==> config.mk <==
export PLATFORM = sky130hd
export DESIGN_NAME = sdram_port_arbiter_flat
export DESIGN_NICKNAME = d
export VERILOG_FILES = /design/src/rtl/sdram_arb_pkg.sv /design/src/rtl/sdram_port_arbiter_if.sv /design/src/rtl/sdram_arb_wdog.sv /design/src/rtl/sdram_port_arbiter.sv /design/src/flat_wrapper.sv
export SDC_FILE = /design/constraint.sdc
export NUM_CORES = 1
export LEC_CHECK = 0
export CORE_AREA = 2 2 112 114
export DETAILED_ROUTE_END_ITERATION = 10
export DIE_AREA = 0 0 114 116
export SLEW_MARGIN = 40
export SYNTH_ARGS = -nofsm -noshare
export SYNTH_HDL_FRONTEND = slang
export SYNTH_HIERARCHICAL = 1
export SYNTH_SLANG_ARGS = --single-unit
==> constraint.sdc <==
create_clock -name wb_clk_i -period 2.4 [get_ports wb_clk_i]
set_input_delay 0.24 -clock wb_clk_i [delete_from_list [all_inputs] [get_ports wb_clk_i]]
set_output_delay 0.24 -clock wb_clk_i [all_outputs]
set_load 0.02 [all_outputs]
==> src/rtl/sdram_arb_pkg.sv <==
// Shared types and constants for the two-requester SDRAM port arbiter.
package sdram_arb_pkg;

  typedef enum logic [2:0] {
    S_IDLE,
    S_G_CPU,
    S_G_DMA,
    S_DMA_TAIL,
    S_RELEASE
  } arb_state_e;

  localparam logic [1:0]  GNT_CPU  = 2'b01;
  localparam logic [1:0]  GNT_DMA  = 2'b10;
  localparam logic [31:0] ERR_DATA = 32'hDEAD_BEEF;

endpackage

==> src/rtl/sdram_port_arbiter_if.sv <==
// Wishbone bundle for the CPU, DMA and SDRAM sides of the arbiter.
// The master modport is the arbiter's view; slave is the surrounding system.
interface sdram_port_arbiter_if #(
  parameter int ADDR_W = 32,
  parameter int DATA_W = 32
);
  logic              cpu_cyc_i, cpu_stb_i, cpu_we_i;
  logic [3:0]        cpu_sel_i;
  logic [ADDR_W-1:0] cpu_adr_i;
  logic [DATA_W-1:0] cpu_dat_i;
  logic              cpu_ack_o;
  logic [DATA_W-1:0] cpu_dat_o;

  logic              dma_cyc_i, dma_stb_i, dma_we_i, dma_fun_sel_i;
  logic [ADDR_W-1:0] dma_adr_i;
  logic              dma_ack_o, dma_burst_en_o;
  logic [DATA_W-1:0] dma_dat_o;

  logic              dram_cyc_o, dram_stb_o, dram_we_o, dram_fun_sel_o;
  logic [3:0]        dram_sel_o;
  logic [ADDR_W-1:0] dram_adr_o;
  logic [DATA_W-1:0] dram_dat_o;
  logic              dram_ack_i, dram_burst_en_i;
  logic [DATA_W-1:0] dram_dat_i;

  modport master (
    input  cpu_cyc_i, cpu_stb_i, cpu_we_i, cpu_sel_i, cpu_adr_i, cpu_dat_i,
    output cpu_ack_o, cpu_dat_o,
    input  dma_cyc_i, dma_stb_i, dma_we_i, dma_fun_sel_i, dma_adr_i,
    output dma_ack_o, dma_burst_en_o, dma_dat_o,
    output dram_cyc_o, dram_stb_o, dram_we_o, dram_fun_sel_o, dram_sel_o,
    output dram_adr_o, dram_dat_o,
    input  dram_ack_i, dram_burst_en_i, dram_dat_i
  );

  modport slave (
    output cpu_cyc_i, cpu_stb_i, cpu_we_i, cpu_sel_i, cpu_adr_i, cpu_dat_i,
    input  cpu_ack_o, cpu_dat_o,
    output dma_cyc_i, dma_stb_i, dma_we_i, dma_fun_sel_i, dma_adr_i,
    input  dma_ack_o, dma_burst_en_o, dma_dat_o,
    input  dram_cyc_o, dram_stb_o, dram_we_o, dram_fun_sel_o, dram_sel_o,
    input  dram_adr_o, dram_dat_o,
    output dram_ack_i, dram_burst_en_i, dram_dat_i
  );
endinterface

==> src/rtl/sdram_arb_wdog.sv <==
// Grant watchdog: counts ack-less grant cycles, fires a one-cycle timeout
// and holds a sticky error until reset.
module sdram_arb_wdog #(
  parameter int TIMEOUT = 255
) (
  input  logic clk_i,
  input  logic rst_i,
  input  logic active_i,
  input  logic ack_i,
  output logic timeout_o,
  output logic err_o
);
  localparam logic [7:0] LIMIT = 8'(TIMEOUT - 1);

  logic [7:0] cnt_q, cnt_d;
  logic       err_q, err_d;

  always_comb begin
    timeout_o = active_i && !ack_i && (cnt_q == LIMIT);
    cnt_d     = (!active_i || ack_i || timeout_o) ? 8'd0 : cnt_q + 8'd1;
    err_d     = err_q | timeout_o;
  end

  always_ff @(posedge clk_i or posedge rst_i) begin
    if (rst_i) begin
      cnt_q <= 8'd0;
      err_q <= 1'b0;
    end else begin
      cnt_q <= cnt_d;
      err_q <= err_d;
    end
  end

  assign err_o = err_q;
endmodule

==> src/rtl/sdram_port_arbiter.sv <==
// Round-robin Wishbone arbiter sharing one SDRAM port between CPU and DMA,
// with DMA burst forwarding. Define SDRAM_ARB_WDOG_EN to add the grant watchdog.
module sdram_port_arbiter
  import sdram_arb_pkg::*;
#(
  parameter int ADDR_W     = 32,
  parameter int DATA_W     = 32,
  parameter int BURST_WAIT = 4,
  parameter int TIMEOUT    = 255
) (
  input  logic                 wb_clk_i,
  input  logic                 wb_rst_i,
  sdram_port_arbiter_if.master bus,
  output logic [1:0]           gnt_o,
  output logic                 err_o
);
  localparam logic [2:0] TAIL_LAST = 3'(BURST_WAIT - 1);

  arb_state_e        state_q, state_d;
  logic [1:0]        last_gnt_q, last_gnt_d, owner_q, owner_d;
  logic [2:0]        tail_cnt_q, tail_cnt_d;
  logic              burst_seen_q, burst_seen_d;

  logic              cpu_pend, dma_pend, grant_active, wdog_to, err_dat_sel;
  logic              cyc, stb, we, fun, cpu_ack, dma_ack, burst;
  logic [1:0]        gnt;
  logic [3:0]        sel;
  logic [ADDR_W-1:0] adr;
  logic [DATA_W-1:0] wdat, rd_dat;

  assign cpu_pend     = bus.cpu_cyc_i && bus.cpu_stb_i;
  assign dma_pend     = bus.dma_cyc_i && bus.dma_stb_i;
  assign grant_active = (state_q == S_G_CPU) || (state_q == S_G_DMA);

  always_comb begin
    state_d      = state_q;
    last_gnt_d   = last_gnt_q;
    owner_d      = owner_q;
    tail_cnt_d   = tail_cnt_q;
    burst_seen_d = burst_seen_q;
    gnt = 2'b00; cyc = 1'b0; stb = 1'b0; we = 1'b0; fun = 1'b0;
    sel = 4'h0;  adr = '0;   wdat = '0;
    cpu_ack = 1'b0; dma_ack = 1'b0; burst = 1'b0; err_dat_sel = 1'b0;

    case (state_q)
      S_IDLE: begin
        // On a tie the requester that was not served last wins.
        if (cpu_pend && (!dma_pend || last_gnt_q == GNT_DMA)) begin
          state_d = S_G_CPU;
          owner_d = GNT_CPU;
        end else if (dma_pend) begin
          state_d = S_G_DMA;
          owner_d = GNT_DMA;
        end
      end
      S_G_CPU: begin
        gnt  = GNT_CPU;
        cyc  = bus.cpu_cyc_i;
        stb  = bus.cpu_stb_i;
        we   = bus.cpu_we_i;
        sel  = bus.cpu_sel_i;
        adr  = bus.cpu_adr_i;
        wdat = bus.cpu_dat_i;
        cpu_ack     = bus.cpu_cyc_i && (bus.dram_ack_i || wdog_to);
        err_dat_sel = wdog_to;
        if (!bus.cpu_cyc_i || bus.dram_ack_i || wdog_to) state_d = S_RELEASE;
      end
      S_G_DMA: begin
        gnt   = GNT_DMA;
        cyc   = bus.dma_cyc_i;
        stb   = bus.dma_stb_i;
        we    = bus.dma_we_i;
        fun   = bus.dma_fun_sel_i;
        sel   = 4'hF;
        adr   = bus.dma_adr_i;
        burst = bus.dram_burst_en_i;
        dma_ack     = bus.dma_cyc_i && (bus.dram_ack_i || wdog_to);
        err_dat_sel = wdog_to;
        if (!bus.dma_cyc_i) begin
          state_d = S_RELEASE;
        end else if (bus.dram_ack_i && !bus.dma_we_i && !wdog_to) begin
          state_d      = S_DMA_TAIL;
          tail_cnt_d   = 3'd0;
          burst_seen_d = 1'b0;
        end else if (bus.dram_ack_i || wdog_to) begin
          state_d = S_RELEASE;
        end
      end
      S_DMA_TAIL: begin
        gnt   = GNT_DMA;
        burst = bus.dram_burst_en_i;
        // Ends on the first low cycle after a burst, or when none starts in time.
        if (bus.dram_burst_en_i) begin
          burst_seen_d = 1'b1;
        end else if (burst_seen_q || tail_cnt_q == TAIL_LAST) begin
          state_d = S_RELEASE;
        end else begin
          tail_cnt_d = tail_cnt_q + 3'd1;
        end
      end
      S_RELEASE: begin
        last_gnt_d = owner_q;
        state_d    = S_IDLE;
      end
      default: state_d = S_IDLE;
    endcase
  end

  always_ff @(posedge wb_clk_i or posedge wb_rst_i) begin
    if (wb_rst_i) begin
      state_q      <= S_IDLE;
      last_gnt_q   <= GNT_DMA;
      owner_q      <= 2'b00;
      tail_cnt_q   <= 3'd0;
      burst_seen_q <= 1'b0;
    end else begin
      state_q      <= state_d;
      last_gnt_q   <= last_gnt_d;
      owner_q      <= owner_d;
      tail_cnt_q   <= tail_cnt_d;
      burst_seen_q <= burst_seen_d;
    end
  end

`ifdef SDRAM_ARB_WDOG_EN
  sdram_arb_wdog #(.TIMEOUT(TIMEOUT)) u_wdog (
    .clk_i     (wb_clk_i),
    .rst_i     (wb_rst_i),
    .active_i  (grant_active),
    .ack_i     (bus.dram_ack_i),
    .timeout_o (wdog_to),
    .err_o     (err_o)
  );
`else
  logic unused_wdog;
  assign unused_wdog = (^8'(TIMEOUT)) ^ grant_active;
  assign wdog_to     = 1'b0;
  assign err_o       = 1'b0;
`endif

  assign rd_dat = err_dat_sel ? DATA_W'(ERR_DATA) : bus.dram_dat_i;

  assign gnt_o              = gnt;
  assign bus.dram_cyc_o     = cyc;
  assign bus.dram_stb_o     = stb;
  assign bus.dram_we_o      = we;
  assign bus.dram_fun_sel_o = fun;
  assign bus.dram_sel_o     = sel;
  assign bus.dram_adr_o     = adr;
  assign bus.dram_dat_o     = wdat;
  assign bus.cpu_ack_o      = cpu_ack;
  assign bus.dma_ack_o      = dma_ack;
  assign bus.dma_burst_en_o = burst;
  // Read data is blanked while reset is held so every output is quiet.
  assign bus.cpu_dat_o      = wb_rst_i ? '0 : rd_dat;
  assign bus.dma_dat_o      = wb_rst_i ? '0 : rd_dat;
endmodule

==> src/flat_wrapper.sv <==
// flat-port wrapper written by rule: the top's interface ports become plain ports
module sdram_port_arbiter_flat import sdram_arb_pkg::*;
#(
  parameter int ADDR_W     = 32,
  parameter int DATA_W     = 32,
  parameter int BURST_WAIT = 4,
  parameter int TIMEOUT    = 255
)
  (wb_clk_i, wb_rst_i, gnt_o, err_o, bus_cpu_cyc_i, bus_cpu_stb_i, bus_cpu_we_i, bus_cpu_sel_i, bus_cpu_adr_i, bus_cpu_dat_i, bus_cpu_ack_o, bus_cpu_dat_o, bus_dma_cyc_i, bus_dma_stb_i, bus_dma_we_i, bus_dma_fun_sel_i, bus_dma_adr_i, bus_dma_ack_o, bus_dma_burst_en_o, bus_dma_dat_o, bus_dram_cyc_o, bus_dram_stb_o, bus_dram_we_o, bus_dram_fun_sel_o, bus_dram_sel_o, bus_dram_adr_o, bus_dram_dat_o, bus_dram_ack_i, bus_dram_burst_en_i, bus_dram_dat_i);
  sdram_port_arbiter_if #(.ADDR_W(ADDR_W), .DATA_W(DATA_W)) bus_i ();
  input  logic wb_clk_i;
  input  logic wb_rst_i;
  output logic [1:0] gnt_o;
  output logic err_o;
  input wire logic [$bits(bus_i.cpu_cyc_i)-1:0] bus_cpu_cyc_i;
  input wire logic [$bits(bus_i.cpu_stb_i)-1:0] bus_cpu_stb_i;
  input wire logic [$bits(bus_i.cpu_we_i)-1:0] bus_cpu_we_i;
  input wire logic [$bits(bus_i.cpu_sel_i)-1:0] bus_cpu_sel_i;
  input wire logic [$bits(bus_i.cpu_adr_i)-1:0] bus_cpu_adr_i;
  input wire logic [$bits(bus_i.cpu_dat_i)-1:0] bus_cpu_dat_i;
  output wire logic [$bits(bus_i.cpu_ack_o)-1:0] bus_cpu_ack_o;
  output wire logic [$bits(bus_i.cpu_dat_o)-1:0] bus_cpu_dat_o;
  input wire logic [$bits(bus_i.dma_cyc_i)-1:0] bus_dma_cyc_i;
  input wire logic [$bits(bus_i.dma_stb_i)-1:0] bus_dma_stb_i;
  input wire logic [$bits(bus_i.dma_we_i)-1:0] bus_dma_we_i;
  input wire logic [$bits(bus_i.dma_fun_sel_i)-1:0] bus_dma_fun_sel_i;
  input wire logic [$bits(bus_i.dma_adr_i)-1:0] bus_dma_adr_i;
  output wire logic [$bits(bus_i.dma_ack_o)-1:0] bus_dma_ack_o;
  output wire logic [$bits(bus_i.dma_burst_en_o)-1:0] bus_dma_burst_en_o;
  output wire logic [$bits(bus_i.dma_dat_o)-1:0] bus_dma_dat_o;
  output wire logic [$bits(bus_i.dram_cyc_o)-1:0] bus_dram_cyc_o;
  output wire logic [$bits(bus_i.dram_stb_o)-1:0] bus_dram_stb_o;
  output wire logic [$bits(bus_i.dram_we_o)-1:0] bus_dram_we_o;
  output wire logic [$bits(bus_i.dram_fun_sel_o)-1:0] bus_dram_fun_sel_o;
  output wire logic [$bits(bus_i.dram_sel_o)-1:0] bus_dram_sel_o;
  output wire logic [$bits(bus_i.dram_adr_o)-1:0] bus_dram_adr_o;
  output wire logic [$bits(bus_i.dram_dat_o)-1:0] bus_dram_dat_o;
  input wire logic [$bits(bus_i.dram_ack_i)-1:0] bus_dram_ack_i;
  input wire logic [$bits(bus_i.dram_burst_en_i)-1:0] bus_dram_burst_en_i;
  input wire logic [$bits(bus_i.dram_dat_i)-1:0] bus_dram_dat_i;
  assign bus_i.cpu_cyc_i = bus_cpu_cyc_i;
  assign bus_i.cpu_stb_i = bus_cpu_stb_i;
  assign bus_i.cpu_we_i = bus_cpu_we_i;
  assign bus_i.cpu_sel_i = bus_cpu_sel_i;
  assign bus_i.cpu_adr_i = bus_cpu_adr_i;
  assign bus_i.cpu_dat_i = bus_cpu_dat_i;
  assign bus_cpu_ack_o = bus_i.cpu_ack_o;
  assign bus_cpu_dat_o = bus_i.cpu_dat_o;
  assign bus_i.dma_cyc_i = bus_dma_cyc_i;
  assign bus_i.dma_stb_i = bus_dma_stb_i;
  assign bus_i.dma_we_i = bus_dma_we_i;
  assign bus_i.dma_fun_sel_i = bus_dma_fun_sel_i;
  assign bus_i.dma_adr_i = bus_dma_adr_i;
  assign bus_dma_ack_o = bus_i.dma_ack_o;
  assign bus_dma_burst_en_o = bus_i.dma_burst_en_o;
  assign bus_dma_dat_o = bus_i.dma_dat_o;
  assign bus_dram_cyc_o = bus_i.dram_cyc_o;
  assign bus_dram_stb_o = bus_i.dram_stb_o;
  assign bus_dram_we_o = bus_i.dram_we_o;
  assign bus_dram_fun_sel_o = bus_i.dram_fun_sel_o;
  assign bus_dram_sel_o = bus_i.dram_sel_o;
  assign bus_dram_adr_o = bus_i.dram_adr_o;
  assign bus_dram_dat_o = bus_i.dram_dat_o;
  assign bus_i.dram_ack_i = bus_dram_ack_i;
  assign bus_i.dram_burst_en_i = bus_dram_burst_en_i;
  assign bus_i.dram_dat_i = bus_dram_dat_i;
  sdram_port_arbiter #(.ADDR_W(ADDR_W), .DATA_W(DATA_W), .BURST_WAIT(BURST_WAIT), .TIMEOUT(TIMEOUT)) u_core (.wb_clk_i(wb_clk_i), .wb_rst_i(wb_rst_i), .bus(bus_i), .gnt_o(gnt_o), .err_o(err_o));
endmodule
==> metrics.md <==
| Metric | Value |
|---|---|
| Fin crit period | 2.32 ns |
| Net Sw Power | between 1500 and 2000 µW |
| Antenna-violating nets left | 0 |
| Largest net degree at the start of global routing | 45 |
| Ranking of synthesized cells by area | a22o_1 18%, buf_4 15%, dfrtp_1 15%, and2_1 13%, nor2b_1 12% |
| Initial antenna violation count | 0 |
| Final hold vios | 0 |
| Met2 WL | 5.43 mm |
| DR WL met3 | ~1.0 mm |
| Final WL | 9.79 mm |
| Top Metal Used | met4 |
| Maximum clock path buffer count | 2 |
| Post-CTS setup buffer count | 0 |
| Worst path max stage delay | 0.69 ns |
| Status | complete, no violations |
| Die Wd | about 110 µm |
| Crit share post-route | 0.966 |
| Synth warn | 6 |
| Combinational share of power | 0.812 |
| # rows | 40 |
| Layout cells sized above 1 | 0.0453 |
| Post-DP HPWL | 8.77 mm |
| Core area | 0.0119 mm² |
| Cell Chain, Critical Path | nor3b_4 > buf_12 > and2_1 > clkdlybuf4s50_1 |
| I/O pin count | ~290 |
| Final Max Slew Viols | 0 |
| #FFs+latches synth | 11 |
| Critical path launch point type | register |
| WP data arrival | 2.08 ns |
| Crit Path Category | register to primary output |
| Num CTS Buffers | 3 |
| Mapped Nets | about 370 |
| Crit. Startpoint | u_core/state_q[1]$_DFFE_PP0P_ |
| CTS clk-pin slew, worst paths | roughly 0.040 ns |
| Via/cell ratio | about 4.1 |
| Internal power | approximately 1900 µW |
| First-pass GRT wire length | approximately 13 mm |
| CTS root buf | clkbuf_16 |
| Clock latency on the worst-skew pair | 0.24 ns |
| Clock sinks | 11 |
| Pwr dens | roughly 760 mW/mm² |
| Post-Route Utilization | 0.384 |
| Maximum clock frequency | 0.431 GHz |
| Max Cap Viol | 0 |
| CTS tree | yes |
| Sw frac | 0.445 |
| H-tree levels | 1 |
| Via count | 2528 |
| Critical-path top delay cell | clkdlybuf4s50_1 |
| Avg Cell Area, Syn | 7.72 µm² |
| Mapped Cells | 220 |
| Clock network power share | 0.088 |
| Worst min-delay path category | register to register |
| # setup viols final | 0 |
| Synth top area share | 0.175 |
| Commonest non-fill, non-tap cells in the layout | 269 x clkdlybuf4s50_1, 35 x and2_1, 34 x a22o_1, 33 x nor2b_1, 12 x nand2_1 |
| Vias in the first global route | ~2500 |
| DRT iter0 DRCs | 112 |
| Global Route Usage Sum | 0.132 |
| RSZ-0062 raised after global routing | false |
| ANT cells | 0 |
| Worst r2r src | u_core/tail_cnt_q[0]$_DFFE_PP0P_ |
| IO buf count | approximately 280 |
| Sequential power share | 0.100 |
| Final clock skew | about 0.0029 ns |
| Initial Utilization | 0.143 |
| Critical path's top delay family | buffers and inverters |
| Mapped Area | 0.00170 mm² |
| CP required | between 2 and 2.5 ns |
| GPL Wtd Cong | 0.768 |
| # DRC | 0 |
| Drt first pass iters | 4 |
| Leakage power | around 0.0019 µW |
| DIE AREA | 0.0132 mm² |
| Syn-to-layout area delta | 169% |
| Met1 wire length | 3.09 mm |
| Setup crit end kind | primary output |
| Most common cell after layout, fill and taps aside | clkdlybuf4s50_1 |
| Final net count | a little over 600 |
| Cell taking the most area after synthesis | a22o_1 |
| HP Start | u_core/last_gnt_q[0]$_DFFE_PP0N_ |
| Wire length per cell | roughly 16 µm |
| CP bufs+invs | 2 |
| CP max FO | 28 |
| Total grt overflow | 0 |
| Max VDD drop | roughly 0.39 mV |
| Post-synth cell types | 34 |
| Seq/Total Area, Yosys | 0.163 |
| TNS Setup | 0 ns |
| Die Y | between 100 and 150 µm |
power by group through the flow:
stage          sequential (µW)  clock (µW)  combinational (µW)
2_1_floorplan              295           0                1500
3_3_place_gp               343           0                2860
3_5_place_dp               347           0                2880
4_1_cts                    346         312                2860
5_1_grt                    361         320                2980
6_report                   346         303                2810
worst register-to-register path, cell delays in order (launching register included):
cell,delay (ns)
dfrtp_1,0.38
ha_1,0.20
ha_1,0.19
or4_4,0.53
nand2_1,0.12
mux2_1,0.33
per-layer routing:
layer	vias up	track usage
met5	-	0
met2	174	0.264
met1	1132	0.123
li1	1212	-
met4	0	0.0593
met3	10	0.0382
synth_stat cells, drive strengths merged:
cell type  count
and3           3
dfrtp         10
nand2b         4
nand2         12
dfstp          1
conb           1
a21oi          2
and2          35
or4            1
a2bb2oi        1
nor3           2
or3            1
ha             2
nand3          1
nor2b         33
nor3b          3
a41o           1
mux2           4
o21ai          3
clkbuf        10
a31oi          1
a22o          34
inv            2
buf           39
o21a           1
o21bai         1
nor2           6
a211o          1
nand3b         3
a22oi          1
o311ai         1
final timing paths:
| path | end | slack [ns] | depth (start not counted) |
|---|---|---|---|
| worst max register to register | u_core/tail_cnt_q[2]$_DFFE_PP0P_ | 0.52 | 5 |
| worst min register to register | u_core/last_gnt_q[0]$_DFFE_PP0N_ | 0.50 | 1 |
| max in group asynchronous | u_core/last_gnt_q[1]$_DFFE_PP1N_ | 1.48 | 3 |
| worst max-delay path | bus_dram_dat_o[2] | 0.08 | 4 |
| worst min-delay path | u_core/last_gnt_q[0]$_DFFE_PP0N_ | 0.50 | 1 |
| min in group asynchronous | u_core/tail_cnt_q[1]$_DFFE_PP0P_ | 0.59 | 3 |
layout make-up:
type,count,area (µm²)
clock buffer,4,78.8
sequential,11,279
timing repair buffer,289,2910
multi-input combinational,158,1110
inverter,2,7.51
fill,1188,7340
tap,147,184
registers in the layout, indices dropped and copies added (netlist names):
register,cells
u_core/owner_q,2
u_core/tail_cnt_q,3
u_core/burst_seen_q,1
u_core/last_gnt_q,2
u_core/state_q,3
logic make-up (layout without fill, tap and decap cells):
kind of cell               count (synthesis)  in the layout  synth area share
and+or+nand+nor                          104            104             0.368
buffers and inverters                     51            295             0.193
AOI/OAI and AO/OA                         47             47             0.233
DFF                                       11             11             0.163
muxes                                      4              4            0.0265
adders and majority gates                  2              2            0.0147
other                                      1              1           0.00221
through the flow:
step	instance area, µm²	hold WS (ns)	instances	total power, µW	worst slack (ns)
floorplan	1700	0.305	220	1790	0.608
global placement	4480	0.477	607	3200	0.273
detailed placement	4480	0.488	607	3220	0.234
CTS	4550	0.502	611	3520	0.00102
global route	4570	0.525	611	3660	0.0165
finish	4570	0.499	611	3460	0.0814
what timing repair did:
| item | 4_1_cts | 5_1_grt |
|---|---|---|
| setup endpoints to repair | 6 | 36 |
| hold buffers | 0 | 0 |
| gates resized for setup | 7 | 6 |
No activity file was read; power rests on OpenSTA's default activity.
